===== config.mk =====
export PLATFORM = sky130hd
export DESIGN_NAME = sync_err_recovery_ctrl
export DESIGN_NICKNAME = d
export VERILOG_FILES = /design/src/rtl/sync_err_recovery_ctrl.sv
export SDC_FILE = /design/constraint.sdc
export NUM_CORES = 1
export LEC_CHECK = 0
export ABC_AREA = 0
export ABC_CLOCK_PERIOD_IN_PS = 3830
export CORE_MARGIN = 4
export CORE_UTILIZATION = 39
export DETAILED_ROUTE_END_ITERATION = 10
export GPL_ROUTABILITY_DRIVEN = 0
export PLACE_DENSITY = 0.63
export SLEW_MARGIN = 0
export SYNTH_ARGS = -nofsm -noshare
export SYNTH_HDL_FRONTEND = slang
export SYNTH_SLANG_ARGS = --single-unit

===== constraint.sdc =====
create_clock -name clock -period 3.83 [get_ports clock]
set_clock_uncertainty 0.2 [all_clocks]
set_input_delay 0.9575 -clock clock [delete_from_list [all_inputs] [get_ports clock]]
set_output_delay 0.9575 -clock clock [all_outputs]
set_load 0.02 [all_outputs]

===== src/rtl/sync_err_recovery_ctrl.sv =====
// -----------------------------------------------------------------------------
// sync_err_recovery_ctrl
//
// Sequences recovery from synchronization errors. While the OR'd sync error
// flag is present the block holds off triggering and readout, waits for a TTC
// resync, a VME clear or (optionally) an automatic timeout that requests a
// clear of the sync error latch, then runs a settle window and re-checks the
// flag before releasing the hold. Repeated failed re-checks lock the block
// until VME intervention.
//
// Parameters:
//   CNT_W         width of the saturating sync error event counter
//   AUTO_TIMEOUT  cycles spent in FAULT before an automatic reset request (>= 1)
//   MAX_RETRY     failed settle re-checks allowed before LOCKED (1..15)
//
// Ports:
//   clock               main 40 MHz clock
//   global_reset        asynchronous active-high reset
//   sync_err            OR of enabled sync error types
//   ttc_resync          TTC resync command, 1-cycle pulse
//   vme_clear           VME recovery clear, 1-cycle pulse
//   auto_reset_en       enables the automatic timeout reset request
//   settle_bx           settle window length in cycles (values below 2 act as 2)
//   cnt_clr             synchronous clear of sync_err_cnt and fault_bx_cnt
//   sync_hold           triggers and readout held off (state != IDLE)
//   sync_state          0 IDLE, 1 FAULT, 2 SETTLE, 3 LOCKED
//   sync_err_reset_req  1-cycle request to clear the sync error latch
//   recover_done        1-cycle pulse after a successful recovery
//   sync_err_cnt        count of entries into FAULT, saturating
//   retry_cnt           failed re-checks since the last successful recovery
//   fault_bx_cnt        length of the most recent FAULT dwell, saturating
// -----------------------------------------------------------------------------
module sync_err_recovery_ctrl #(
  parameter int CNT_W        = 16,
  parameter int AUTO_TIMEOUT = 40000,
  parameter int MAX_RETRY    = 3
) (
  input  logic             clock,
  input  logic             global_reset,
  input  logic             sync_err,
  input  logic             ttc_resync,
  input  logic             vme_clear,
  input  logic             auto_reset_en,
  input  logic [7:0]       settle_bx,
  input  logic             cnt_clr,
  output logic             sync_hold,
  output logic [1:0]       sync_state,
  output logic             sync_err_reset_req,
  output logic             recover_done,
  output logic [CNT_W-1:0] sync_err_cnt,
  output logic [3:0]       retry_cnt,
  output logic [15:0]      fault_bx_cnt
);

  typedef enum logic [1:0] {
    S_IDLE   = 2'd0,
    S_FAULT  = 2'd1,
    S_SETTLE = 2'd2,
    S_LOCKED = 2'd3
  } state_e;

  localparam logic [19:0] TMO_LAST  = 20'(AUTO_TIMEOUT - 1);
  localparam logic [3:0]  RETRY_MAX = 4'(MAX_RETRY);

  state_e           state_q;
  logic [19:0]      fault_tmr_q;
  logic [7:0]       settle_cnt_q;
  logic [7:0]       settle_len_q;
  logic [3:0]       retry_q;
  logic [CNT_W-1:0] err_cnt_q;
  logic [15:0]      fault_bx_q;
  logic             reset_req_q;
  logic             done_q;

  // Next values shared by several transitions.
  logic [7:0]       settle_len_d;
  logic [CNT_W-1:0] err_cnt_inc_d;
  logic [19:0]      fault_tmr_inc_d;
  logic [15:0]      fault_dwell_d;
  logic             settle_last;
  logic             restart_evt;

  assign settle_len_d    = (settle_bx < 8'd2) ? 8'd2 : settle_bx;
  assign err_cnt_inc_d   = (&err_cnt_q) ? err_cnt_q : err_cnt_q + CNT_W'(1);
  assign fault_tmr_inc_d = (&fault_tmr_q) ? fault_tmr_q : fault_tmr_q + 20'd1;
  // Dwell is the timer value plus one (the exit cycle itself counts).
  assign fault_dwell_d   = (fault_tmr_q >= 20'h0FFFF) ? 16'hFFFF
                                                      : fault_tmr_q[15:0] + 16'd1;
  assign settle_last     = (settle_cnt_q == settle_len_q - 8'd1);
  assign restart_evt     = vme_clear | ttc_resync;

  // NOTE: every register here is updated with <= so all transitions in one
  // cycle read the pre-edge values; blocking assignments would let a later
  // statement see a half-updated state.
  always_ff @(posedge clock or posedge global_reset) begin
    if (global_reset) begin
      state_q      <= S_IDLE;
      fault_tmr_q  <= '0;
      settle_cnt_q <= '0;
      settle_len_q <= '0;
      retry_q      <= '0;
      err_cnt_q    <= '0;
      fault_bx_q   <= '0;
      reset_req_q  <= 1'b0;
      done_q       <= 1'b0;
    end else begin
      reset_req_q <= 1'b0;
      done_q      <= 1'b0;

      unique case (state_q)
        S_IDLE: begin
          // vme_clear is meaningless here; a resync always buys a quiet window.
          if (ttc_resync) begin
            state_q      <= S_SETTLE;
            settle_cnt_q <= '0;
            settle_len_q <= settle_len_d;
          end else if (sync_err) begin
            state_q     <= S_FAULT;
            err_cnt_q   <= err_cnt_inc_d;
            fault_tmr_q <= '0;
          end
        end

        S_FAULT: begin
          if (restart_evt) begin
            state_q      <= S_SETTLE;
            settle_cnt_q <= '0;
            settle_len_q <= settle_len_d;
            fault_bx_q   <= fault_dwell_d;
          end else if (auto_reset_en && (fault_tmr_q == TMO_LAST)) begin
            state_q      <= S_SETTLE;
            settle_cnt_q <= '0;
            settle_len_q <= settle_len_d;
            fault_bx_q   <= fault_dwell_d;
            reset_req_q  <= 1'b1;
          end else begin
            fault_tmr_q <= fault_tmr_inc_d;
          end
        end

        S_SETTLE: begin
          if (restart_evt) begin
            settle_cnt_q <= '0;
            settle_len_q <= settle_len_d;
          end else if (settle_last) begin
            // sync_err is only looked at on the last settle cycle.
            if (!sync_err) begin
              state_q <= S_IDLE;
              retry_q <= '0;
              done_q  <= 1'b1;
            end else if (retry_q < RETRY_MAX) begin
              state_q     <= S_FAULT;
              retry_q     <= retry_q + 4'd1;
              err_cnt_q   <= err_cnt_inc_d;
              fault_tmr_q <= '0;
            end else begin
              state_q <= S_LOCKED;
            end
          end else begin
            settle_cnt_q <= settle_cnt_q + 8'd1;
          end
        end

        S_LOCKED: begin
          if (vme_clear) begin
            state_q      <= S_SETTLE;
            settle_cnt_q <= '0;
            settle_len_q <= settle_len_d;
            retry_q      <= '0;
          end
        end

        default: state_q <= S_IDLE;
      endcase

      // NOTE: placed after the case so this assignment overrides any
      // same-cycle increment or capture made above.
      if (cnt_clr) begin
        err_cnt_q  <= '0;
        fault_bx_q <= '0;
      end
    end
  end

  assign sync_state         = state_q;
  assign sync_hold          = (state_q != S_IDLE);
  assign sync_err_reset_req = reset_req_q;
  assign recover_done       = done_q;
  assign sync_err_cnt       = err_cnt_q;
  assign retry_cnt          = retry_q;
  assign fault_bx_cnt       = fault_bx_q;

endmodule


; ---- Word level (Yosys, flattened, before mapping)
; Cells that the tools add are included.
[totals]
ff_bits = 76
in_bits = 15
out_inout_bits = 41
word_cells = 124
[classes]
eq_ne = 27
bitwise = 1
n_addsub = 6
n_lt_le_gt_ge = 3
muxes = 61
n_reduce_logical = 17
[ops]
columns = cell, n
row1 = $mux 16, 13
row2 = $mux 20, 9
row3 = $mux 8, 12
row4 = $pmux 8 s4, 2
row5 = $pmux 20 s3, 1
row6 = $add 16x1->16 const B, 2
row7 = $pmux 16 s2, 1
row8 = $ne 3x3->1 const B, 10
row9 = $ne 2x2->1 const B, 12
row10 = $add 20x1->20 const B, 1
row11 = $eq 20x16->1 const B, 1
row12 = $ge 20x16->1 const B, 1
row13 = $mux 4, 5
row14 = $reduce_and 20->1, 1
row15 = $mux 2, 9
row16 = $reduce_and 16->1, 1
row17 = $reduce_and 10->1, 1
row18 = $reduce_and 5->1, 2
row19 = $reduce_bool 3->1, 3
row20 = $add 8x1->8 const B, 1
row21 = $eq 8x8->1, 1
row22 = $lt 8x2->1 const B, 1
row23 = $pmux 2 s4, 1
row24 = $pmux 4 s2, 1
row25 = 13 further kinds, 23

; ---- Depth between registers and ports, before layout
[logic_depth]
depth_word = 8
mapped_depth = 11
ltp_nobuf = 9

; ---- Least setup slack after synthesis
; Ideal clock, no wire load.
[synth_path]
path_type = input to register
startpoint = in vme_clear
endpoint = reg fault_tmr_q[12]
slack_ps = 994
n_path_buf = 2
t_arrival_ps = 2515
path_stages = 7
path_cell_list = buf_1 nor2_1 o21ai_0 a221oi_2 nand2_2 buf_2 a22o_1
[synth_via]
elab_chain_len = 3
[synth_rtl]
columns = item, line_no
row1 = "start, declared", 42  ; input logic vme_clear,
row2 = $or 1x1->1 *, 90  ; assign restart_evt = vme_clear | ttc_resync;
row3 = $ne 2x2->1 (no source line), -
row4 = $reduce_and 10->1 (no source line) *, -
row5 = "end signal, assigned", 137  ; fault_tmr_q <= fault_tmr_inc_d;
row6 = "end, declared", 66  ; logic [19:0] fault_tmr_q;
; Every way passes the cells marked *; elsewhere a longest branch is shown, timed or not.
; A chain may end at the register's enable or synchronous reset.

; ---- Final worst setup path
[layout_path]
startpoint = reg settle_len_q[0]
endpoint = reg err_cnt_q[0] (netlist: sync_err_cnt[0])
[layout_via]
elab_chain_len = 4
[layout_rtl]
columns = item, line_no
row1 = "start, declared", 68  ; logic [7:0] settle_len_q;
row2 = "start signal, assigned", 116  ; settle_len_q <= settle_len_d;
row3 = "start signal, assigned", 128  ; settle_len_q <= settle_len_d;
row4 = "start signal, assigned", 133  ; settle_len_q <= settle_len_d;
row5 = $sub 8x1->8, 89  ; assign settle_last = (settle_cnt_q == settle_len_q - 8'd1);
row6 = $eq 8x8->1, 89
row7 = $ne 3x3->1 (no source line), -
row8 = $reduce_and 7->1 (no source line), -
row9 = "end signal, assigned", 119  ; err_cnt_q <= err_cnt_inc_d;
row10 = "end signal, assigned", 154  ; err_cnt_q <= err_cnt_inc_d;
row11 = "end, declared", 70  ; logic [CNT_W-1:0] err_cnt_q;
; No other way between the ends.

==> impl_metrics.tcl <==
set metrics [dict create \
    status "complete, no violations" \
    slew_violations 0 \
    synth_xor_area_share_pct 4.48 \
    ant_nets 0 \
    timing_worst_slew_pin_value_ns 0.669 \
    fin_crit_sh_pct 82.3 \
    tns_ns 0 \
    fillers 1035 \
    cpPeakStageDelay_ns 0.44 \
    routed_wl_um 10500 \
    synthFlopType "dfrtp_1" \
    synthTopCellsByArea "dfrtp_1, o21ai_0, nor2_1" \
    track_usage_pct 17.0 \
    rsz0062_at_grt "no" \
    startpoint_type "register" \
    overflow 0 \
    required_ns 3.87 \
    antennaDiodeCount 0 \
    synth_top_family_by_area "simple AND/OR/NAND/NOR gates" \
    arrival_ns 3.19 \
    syn_nets 479 \
    hp-class "reg2reg" \
    clockBufferDepth 2 \
    setup_viol 0 \
    root_buffer "clkbuf_8" \
    ys_warn_count 0 \
    die_h_um 113 \
    critPathSlowestCell "dfrtp_1" \
    port_buffers 55 \
    worstPathCellList "inv_1, ha_1, xnor2_1, a21o_1, o21ai_0, nand4_2, o21a_4, nor3_2, mux2_2" \
    grt_max_degree 77 \
    htree_levels 3 \
    cts.repair.resized 0 \
    cts_made_buffers 9 \
    fmax_mhz 317 \
    async_flop_share_pct 100 \
    first_global_vias 3651 \
    nNetsFinal 530 \
    route.detailed.drc 0 \
    top_level_ports 56 \
    avgSynthCellArea_um2 9.37 \
    wl_per_cell_um 16.0 \
    muxShareOfSynthArea_pct 3.63 \
    yosysTopAreaCell "dfrtp_1" \
    relSlewSlack_pct 55.3 \
    ctsHoldBuffers 0 \
    worstSetupPathType "reg2reg" \
    synth-compound-area-share_pct 19.0 \
    synth_edf_count 0 \
    std_cell_rows 38 \
    grt_pass1_wl_um 18000 \
    area_delta_synth_final_pct 22.0 \
    synth-simple-area-share_pct 23.8 \
    synth_seq_area_share_pct 44.2 \
    cp_max_fo 35 \
    synthDominantCellAreaShare_pct 44.2 \
    clk_pin_slew_ns 0.08 \
    synth.most_common_cell "dfrtp_1" \
    synth_fa_ha_area_share_pct 1.45 \
    min_period_ns 3.15 \
    clkSinkCount 76 \
    ff2ff_path_depth 9 \
    place_hpwl_um 7340 \
    netlist_area_um2 4300 \
    insertion_delay_ns 0.35 \
    irDropWorstVdd_mv 0.207 \
    drive_gt1_share_pct 10.9 \
    postSynthCellCount 459 \
    synth_cell_types 57 \
    cts_setup_buffers 0 \
    hold_depth 1 \
    fp.dieW_um 113 \
    hold_viol 0 \
    endpoint_kind "register" \
    viasPerCell 5.65 \
    setup_ws_ns 0.680 \
    ys_seq_elements 76 \
    core_area_um2 10800 \
    synth_common_cells "dfrtp_1, nor2_1, o21ai_0" \
    power_density_nw_per_um2 478 \
    via_count 3700 \
    cts_tree "yes" \
    detailedRoute.firstIterationViolations 225 \
    p_leak_nw 2.05 \
    antenna_found_initial 0 \
    dieArea_um2 12800 \
    first_pass_iters 4 \
    place_ws_ns 0.373 \
    start_util_pct 39.7 \
    maxCapViolations 0 \
]
-- critical path, delay by kind of cell (launching register included) --
family          cells  cell delay [ns]
simple gates        2             0.64
buf+inv             1             0.09
fa+ha+maj           1             0.29
flops               1             0.44
xor+xnor            1             0.15
compound gates      3             0.85
mux                 1             0.37
-- metal layers --
layer / track usage, % / wire length [um]
met5: 0 / 0
met4: 7.21 / 155
met3: 3.26 / 469
met2: 27.0 / 4920
met1: 22.9 / 4950
-- area by class of cell --
type / instances / area [um2] / area share, %
clock inverters: 4 / 72.6 / 1.38
well taps: 140 / 175 / 3.34
clock buffers: 12 / 145 / 2.76
flip-flops and latches: 76 / 1900 / 36.2
repair buffers: 69 / 668 / 12.7
inverters: 8 / 30.0 / 0.572
multi-input cells: 346 / 2260 / 43.0
-- layout by cell type, fill, tap and decap left out, types with 7 or more instances in the layout --
| master | synthesis | final |
|---|---|---|
| o31ai_1 | 19 | 19 |
| a21oi_1 | 16 | 16 |
| nor2_1 | 40 | 40 |
| nor3_1 | 13 | 13 |
| mux2_2 | 12 | 12 |
| or4_1 | 7 | 7 |
| o21ai_0 | 31 | 31 |
| inv_1 | 8 | 7 |
| clkbuf_8 | 0 | 10 |
| and3_1 | 9 | 9 |
| clkdlybuf4s50_1 | 0 | 55 |
| dfrtp_1 | 76 | 76 |
| nand2_1 | 30 | 30 |
| or3_1 | 8 | 8 |
| buf_4 | 0 | 13 |
| nand3_1 | 21 | 21 |
| xor2_1 | 9 | 9 |
| a311oi_1 | 15 | 15 |
| nor2b_1 | 11 | 11 |
| xnor2_1 | 13 | 13 |
| nand4_1 | 13 | 13 |
-- stage by stage --
stage | power (W) | area [um2] | hold slack (ns) | utilization (%) | cells
after detailed placement | 0.00184 | 5030 | 0.296 | 46.4 | 639
after floorplan | 0.00155 | 4300 | 0.260 | - | 459
after global routing | 0.00266 | 5250 | 0.338 | 48.4 | 655
after global placement | 0.00182 | 5030 | 0.295 | 46.4 | 639
final | 0.00251 | 5250 | 0.309 | 48.4 | 655
after CTS | 0.00253 | 5250 | 0.313 | 48.4 | 655
-- flip-flops by register name, summed over array words and instances, names as in the netlist --
| register | count |
|---|---|
| fault_bx_cnt | 16 |
| fault_tmr_q | 20 |
| recover_done | 1 |
| retry_cnt | 4 |
| settle_cnt_q | 8 |
| settle_len_q | 8 |
| sync_err_cnt | 16 |
| sync_err_reset_req | 1 |
| sync_state | 2 |
-- kinds of logic (layout without fill, tap and decap cells) --
kind of cell / after synthesis / after routing
AND/OR/NAND/NOR: 188 / 188
AO/OA/AOI/OAI: 117 / 117
flip-flops: 76 / 76
buffers and inverters: 37 / 93
XOR/XNOR: 22 / 22
multiplexers: 14 / 14
adder cells (fa/ha/maj): 5 / 5
-- path summary, 6_finish.rpt --
check,slack (ns),endpoint,from
setup / recovery,0.68,sync_err_cnt[0],settle_len_q[0]
hold / removal,0.31,fault_tmr_q[19],fault_tmr_q[19]
setup reg to reg,0.68,sync_err_cnt[0],settle_len_q[0]
hold reg to reg,0.31,fault_tmr_q[19],fault_tmr_q[19]
max in group asynchronous,2.29,sync_err_cnt[14],global_reset
min in group asynchronous,0.82,fault_bx_cnt[11],global_reset
-- report_power, final --
group | leakage (nW) | switching [W] | total [W] | internal, W
registers | 1.03 | 0.000108 | 0.000984 | 0.000876
clock network | 0.107 | 0.000294 | 0.000679 | 0.000385
logic | 0.906 | 0.000518 | 0.000844 | 0.000326
total | 2.05 | 0.000920 | 0.00251 | 0.00159
Note: power is estimated with default switching activity, not from simulation.
